==> src/rtl/uart_loader_xfer.sv <==
// rtl/uart_loader_xfer.sv - record loader with per-record checksum and frame-buffer dumper over byte streams
module uart_loader_xfer #(
    parameter int REC_BYTES  = 18,
    parameter int CNT_BYTES  = 3,
    parameter int PIX_BYTES  = 3,
    parameter int TIME_BYTES = 3,
    parameter int FB_WORDS   = 65536,
    parameter int ADDR_W     = 24,
    localparam int FB_AW     = $clog2(FB_WORDS)
) (
    input  logic                    clk,
    input  logic                    rst,
    input  logic                    load_en,
    input  logic                    dump_en,
    input  logic                    done_drawing,
    input  logic [8*TIME_BYTES-1:0] fill_time,
    input  logic                    rx_valid,
    input  logic [7:0]              rx_data,
    output logic                    tx_valid,
    output logic [7:0]              tx_data,
    input  logic                    tx_ready,
    output logic                    rec_we,
    output logic [ADDR_W-1:0]       rec_addr,
    output logic [8*REC_BYTES-1:0]  rec_data,
    output logic                    fb_rd,
    output logic [FB_AW-1:0]        fb_addr,
    input  logic [8*PIX_BYTES-1:0]  fb_rdata,
    output logic                    sys_rst,
    output logic                    load_done,
    output logic                    load_err,
    output logic                    dump_done
);

    localparam int CW     = 8 * CNT_BYTES;
    localparam int RW     = 8 * REC_BYTES;
    localparam int TW     = 8 * TIME_BYTES;
    localparam int PW     = 8 * PIX_BYTES;
    localparam int LB_MAX = (REC_BYTES > CNT_BYTES) ? REC_BYTES : CNT_BYTES;
    localparam int LBW    = $clog2(LB_MAX + 1);
    localparam int DB_MAX = (TIME_BYTES > PIX_BYTES) ? TIME_BYTES : PIX_BYTES;
    localparam int DBW    = $clog2(DB_MAX + 1);

    typedef enum logic [2:0] {L_IDLE, L_HDR, L_REC, L_CHK, L_WRITE, L_DONE} l_state_t;
    typedef enum logic [2:0] {D_IDLE, D_TIME, D_RD, D_LD, D_SEND, D_DONE} d_state_t;

    l_state_t       l_state, l_next;
    logic           load_en_q, load_start, l_abort, l_bump;
    logic [LBW-1:0] l_cnt;
    logic [CW-1:0]  n_reg, n_shift, rec_cnt;
    logic [7:0]     sum;
    logic           chk_pend, hdr_last, rec_last, last_rec;

    assign sys_rst    = rst | load_en;
    assign load_start = load_en & ~load_en_q;
    assign n_shift    = {rx_data, n_reg[CW-1:8]};
    assign hdr_last   = (l_cnt == LBW'(CNT_BYTES - 1));
    assign rec_last   = (l_cnt == LBW'(REC_BYTES - 1));
    assign last_rec   = ((rec_cnt + CW'(1)) == n_reg);
    assign load_done  = (l_state == L_DONE);
    assign rec_we     = (l_state == L_WRITE);

    always_comb begin
        l_next  = l_state;
        l_bump  = 1'b0;
        l_abort = 1'b0;
        case (l_state)
            L_IDLE:  if (load_start) l_next = L_HDR;
            L_HDR:   if (rx_valid && hdr_last) l_next = (n_shift == '0) ? L_DONE : L_REC;
            L_REC:   if (rx_valid && rec_last) l_next = L_CHK;
            // Checksum byte is captured first, then resolved on the following cycle
            L_CHK: begin
                if (chk_pend) begin
                    if (sum == 8'd0) begin
                        l_next = L_WRITE;
                    end else begin
                        l_bump = 1'b1;
                        l_next = last_rec ? L_DONE : L_REC;
                    end
                end
            end
            L_WRITE: begin
                l_bump = 1'b1;
                l_next = last_rec ? L_DONE : L_REC;
            end
            L_DONE:  if (load_start) l_next = L_HDR;
            default: l_next = L_IDLE;
        endcase
        if (!load_en && (l_state inside {L_HDR, L_REC, L_CHK, L_WRITE})) begin
            l_abort = 1'b1;
            l_bump  = 1'b0;
            l_next  = L_IDLE;
        end
    end

    always_ff @(posedge clk) begin
        if (rst) begin
            l_state   <= L_IDLE;
            load_en_q <= load_en;
            l_cnt     <= '0;
            n_reg     <= '0;
            rec_cnt   <= '0;
            sum       <= '0;
            chk_pend  <= 1'b0;
            rec_addr  <= '0;
            rec_data  <= '0;
            load_err  <= 1'b0;
        end else begin
            l_state   <= l_next;
            load_en_q <= load_en;
            if ((l_state == L_IDLE || l_state == L_DONE) && load_start) begin
                l_cnt    <= '0;
                n_reg    <= '0;
                rec_cnt  <= '0;
                sum      <= '0;
                chk_pend <= 1'b0;
                rec_addr <= '0;
                load_err <= 1'b0;
            end else if (l_abort) begin
                l_cnt    <= '0;
                sum      <= '0;
                chk_pend <= 1'b0;
            end else begin
                case (l_state)
                    L_HDR: if (rx_valid) begin
                        n_reg <= n_shift;
                        l_cnt <= hdr_last ? '0 : l_cnt + LBW'(1);
                    end
                    L_REC: if (rx_valid) begin
                        rec_data <= {rx_data, rec_data[RW-1:8]};
                        sum      <= sum + rx_data;
                        l_cnt    <= rec_last ? '0 : l_cnt + LBW'(1);
                    end
                    L_CHK: begin
                        if (chk_pend) begin
                            chk_pend <= 1'b0;
                            sum      <= '0;
                            if (sum != 8'd0) load_err <= 1'b1;
                        end else if (rx_valid) begin
                            sum      <= sum + rx_data;
                            chk_pend <= 1'b1;
                        end
                    end
                    default: ;
                endcase
                if (l_bump) begin
                    rec_addr <= rec_addr + ADDR_W'(1);
                    rec_cnt  <= rec_cnt + CW'(1);
                end
            end
        end
    end

    d_state_t       d_state, d_next;
    logic [TW-1:0]  time_sr;
    logic [PW-1:0]  pix_sr;
    logic [DBW-1:0] d_cnt;
    logic           xfer, d_start, fb_last, time_last, pix_last;

    assign xfer      = tx_ready & ((d_state == D_TIME) || (d_state == D_SEND));
    assign d_start   = dump_en & done_drawing & ~load_en;
    assign fb_last   = (fb_addr == FB_AW'(FB_WORDS - 1));
    assign time_last = (d_cnt == DBW'(TIME_BYTES - 1));
    assign pix_last  = (d_cnt == DBW'(PIX_BYTES - 1));

    always_comb begin
        d_next    = d_state;
        tx_valid  = 1'b0;
        tx_data   = 8'd0;
        fb_rd     = 1'b0;
        dump_done = 1'b0;
        case (d_state)
            D_IDLE: if (d_start) d_next = D_TIME;
            D_TIME: begin
                tx_valid = 1'b1;
                tx_data  = time_sr[TW-1 -: 8];
                if (xfer && time_last) d_next = D_RD;
            end
            D_RD: begin
                fb_rd  = 1'b1;
                d_next = D_LD;
            end
            D_LD:   d_next = D_SEND;
            D_SEND: begin
                tx_valid = 1'b1;
                tx_data  = pix_sr[PW-1 -: 8];
                if (xfer && pix_last) d_next = fb_last ? D_DONE : D_RD;
            end
            D_DONE: begin
                dump_done = 1'b1;
                if (!dump_en) d_next = D_IDLE;
            end
            default: d_next = D_IDLE;
        endcase
        // A cancelled dump never truncates a byte already offered to the UART
        if (!dump_en && ((d_state == D_RD) || (d_state == D_LD) || xfer)) d_next = D_IDLE;
    end

    always_ff @(posedge clk) begin
        if (rst) begin
            d_state <= D_IDLE;
            time_sr <= '0;
            pix_sr  <= '0;
            d_cnt   <= '0;
            fb_addr <= '0;
        end else begin
            d_state <= d_next;
            case (d_state)
                D_IDLE: if (d_start) begin
                    time_sr <= fill_time;
                    d_cnt   <= '0;
                end
                D_TIME: if (xfer) begin
                    time_sr <= time_sr << 8;
                    d_cnt   <= time_last ? '0 : d_cnt + DBW'(1);
                end
                D_LD: begin
                    pix_sr <= fb_rdata;
                    d_cnt  <= '0;
                end
                D_SEND: if (xfer) begin
                    pix_sr <= pix_sr << 8;
                    d_cnt  <= pix_last ? '0 : d_cnt + DBW'(1);
                    if (pix_last && !fb_last) fb_addr <= fb_addr + FB_AW'(1);
                end
                default: ;
            endcase
            if (d_next == D_IDLE) begin
                fb_addr <= '0;
                d_cnt   <= '0;
            end
        end
    end

endmodule

==> config.mk <==
export PLATFORM = sky130hd
export DESIGN_NAME = uart_loader_xfer
export DESIGN_NICKNAME = d
export VERILOG_FILES = /design/src/rtl/uart_loader_xfer.sv
export SDC_FILE = /design/constraint.sdc
export NUM_CORES = 1
export LEC_CHECK = 0
export ABC_AREA = 1
export CORE_MARGIN = 2
export CORE_UTILIZATION = 30
export DETAILED_ROUTE_END_ITERATION = 6
export SETUP_SLACK_MARGIN = 0.2
export SLEW_MARGIN = 20
export SYNTH_ARGS = -nofsm -noshare
export SYNTH_HDL_FRONTEND = slang
export SYNTH_SLANG_ARGS = --single-unit
==> constraint.sdc <==
create_clock -name clk -period 3.13 [get_ports clk]
set_input_delay 0.626 -clock clk [delete_from_list [all_inputs] [get_ports clk]]
set_output_delay 0.626 -clock clk [all_outputs]
set_load 0.05 [all_outputs]
==> results.md <==
* Status: completed
* Hold Vio Cnt, Final at 0
* Synth top area share at 45.2%
* Setup_tns at 0 ns
* Setup-failing EPs final at 0
* First-pass GRT wire length at 65,100 um
* Reg with most FFs: rec_data
* CTS Buf Count at 35
* Remaining antenna violation count at 0
* Row cnt at 77
* Via/cell ratio at 4.74
* Crit path required time at 2.50 ns
* Clock-pin slew on the worst setup and hold paths at 0.06 ns
* Critical Path Fanout Max at 17
* Core area at 44,200 sq um
* Tmin final at 2.75 ns
* DRC Markers at 0
* Root buf cell: clkbuf_16
* Worst Setup Start Kind: flip-flop
* Grt ovf at 0
* Post-Synthesis Cell Area at 13,500 sq um
* Pre-CTS WS at 0.224 ns
* I/O Buffers at 261
* HP Class: flip-flop to flip-flop
* Fin worst setup slack at 0.378 ns
* Setup Buffers After CTS at 0
* Multi-input logic area at 6170 sq um
* Cell variety after synth at 47
* Final Cycle Share at 87.9%
* Pre-antenna DRT Iters at 6
* Cells after synthesis at 1,881
* Largest net degree at the start of global routing at 102
* FMAX at 363 MHz
* Initial antenna violation count at 1
* Worst-Skew Late Latency at 0.51 ns
* Share of layout cells above drive strength 1 at 6.58%
* Data arrival time of the worst path at 2.13 ns
* Worst clock skew at 0.0132 ns
* Area leader, netlist: dfxtp_1
* P per Cell Area at 564 nW/um^2
* Post-synth EDFFs at 0
* Fill cells at 4,514
* Sink Count at 304
* Final HPWL from detailed placement at 29,000 um
* Worst vdd ir at 0.000322 V
* Routed wire length at 40,300 um
* Setup CP Type: flip-flop to output pin
* Initial Utilization at 30.4%
* Worst-case clock buffer depth at 3
* Final slew viol count at 0
* Area contributors post-synth: dfxtp_1 45%, nand2_1 9.7%, a21oi_1 8.5%, nor2_1 6.3%, o21ai_0 6.1%
* Drt first-iter violations at 822
* Max-Cap Viols at 0
* Layout Nets at 2,194
* Top_reg_cell synth: dfxtp_1
* Seq/Total Area, Yosys at 45.2%
* H-tree depth at 2
* Vias in the first global route at 12,491
* Ports at 262
* DR WL/cell at 14.7 um
* All-Layer GR Usage at 17.0%
* Relative max-transition margin at 48.0%
* Slew @ Worst Pin at 0.780 ns
* Storage element area at 6090 sq um
* FF+latch count, synth at 304
* Die Ht at 216 um
* TritonCTS clock tree: built
* Placer Congestion at 0.852
* Pleak at 6.75 nW
* Hold-fix buffers, CTS at 0
* Die X at 216 um
* Syn Area/Cell at 7.15 sq um
* Synth Net Count at 1,958
* P&R area growth vs syn at 33.2%
* Die area at 46,500 sq um
* Via count at 12,952
* Synthesis Warnings at 0
* Fraction of registers with async set/reset at 0%
* Largest register FFs at 144
* Critical path capture point type: output pin
* RSZ-0062 raised after global routing: false
## Yosys cell counts, drive strengths merged, types with 10 or more instances
cell and instances:
inv 223, nor4 11, xor2 14, nor3 21, o21ai 167, nand3 90
dfxtp 304, xnor2 10, a21oi 230, ha 13, nor2 241, nand2 360
clkbuf 67, buf 22, a31oi 42, nand4 23
## critical path, cell delays in order, from the launching register on
cell      delay (ns)
dfxtp_1         0.42
nor2_1          0.11
nand2_1         0.17
buf_4           0.25
clkinv_2        0.20
a22o_1          0.27
buf_4           0.19
## area by class of cell
type / instances / share of cell area, %
well taps: 592 / 4.14
repair buffers: 288 / 16.1
diodes: 1 / 0.0140
inverters: 226 / 4.77
clock inverters: 8 / 0.538
flip-flops and latches: 304 / 34.0
multi-input cells: 1262 / 34.4
clock buffers: 54 / 6.03
## routing by layer
layer  part of all wire, %  GRT usage [%]  vias to the layer above
li1                      -              -                     6626
met3                   8.4           6.29                       42
met4                   1.7           3.79                        0
met2                    47           28.5                      279
met1                    43           20.6                     6005
met5                     0              0                        -
## layout by cell type (no fill, tap or decap), types with 13 or more instances in the layout
cell             instances
nand4_1                 23
nand2_1                348
clkbuf_16               37
dfxtp_1                304
buf_4                   30
nor2_1                 227
a21oi_1                229
nand3_1                 86
clkdlybuf4s50_1        248
a31oi_1                 41
inv_1                  215
nor3_1                  20
ha_1                    13
xor2_1                  14
o21ai_0                163
## stage by stage
stage / instance area [sq um] / instances / power (mW) / hold WS [ns] / utilization, %
finish: 17900 / 2735 / 10.1 / 0.442 / 40.5
floorplan: 13500 / 1881 / 5.39 / 0.441 / -
detailed placement: 16700 / 2672 / 6.00 / 0.436 / 37.8
global route: 17900 / 2735 / 10.5 / 0.458 / 40.5
global placement: 16700 / 2672 / 5.99 / 0.434 / 37.8
CTS: 17900 / 2734 / 10.2 / 0.445 / 40.5
## worst paths after layout
check	startpoint	cells past startpoint	slack, ns	endpoint
hold / removal	rec_data[4]$_SDFFE_PP0P_	2	0.44	rec_data[4]$_SDFFE_PP0P_
hold reg to reg	rec_data[4]$_SDFFE_PP0P_	2	0.44	rec_data[4]$_SDFFE_PP0P_
setup reg to reg	rec_cnt[0]$_SDFFE_PP0P_	16	0.58	l_state[2]$_SDFFE_PP0P_
setup / recovery	d_state[0]$_SDFF_PP0_	6	0.38	tx_data[3]
## repair_timing
action / in CTS / in global routing
hold endpoints to repair: 0 / 0
gates cloned: 0 / 0
resized for setup: 2 / 3
setup endpoints to repair: 3 / 10
## cell families (layout without fill, tap and decap cells)
family | Yosys count | count (layout) | synth area share (%)
buf+inv | 315 | 576 | 9.00
other cells | 0 | 1 | 0
compound gates | 463 | 463 | 18.4
xor+xnor | 25 | 25 | 1.73
simple gates | 760 | 760 | 24.3
flops | 304 | 304 | 45.2
fa+ha+maj | 14 | 14 | 1.36
## where the power goes
group          leakage (nW)  switching, mW  internal [mW]
clock                 0.578           1.64           2.54
combinational          3.72           1.15          0.560
sequential             2.45          0.145           4.07
No activity file was read; power rests on OpenSTA's default activity.
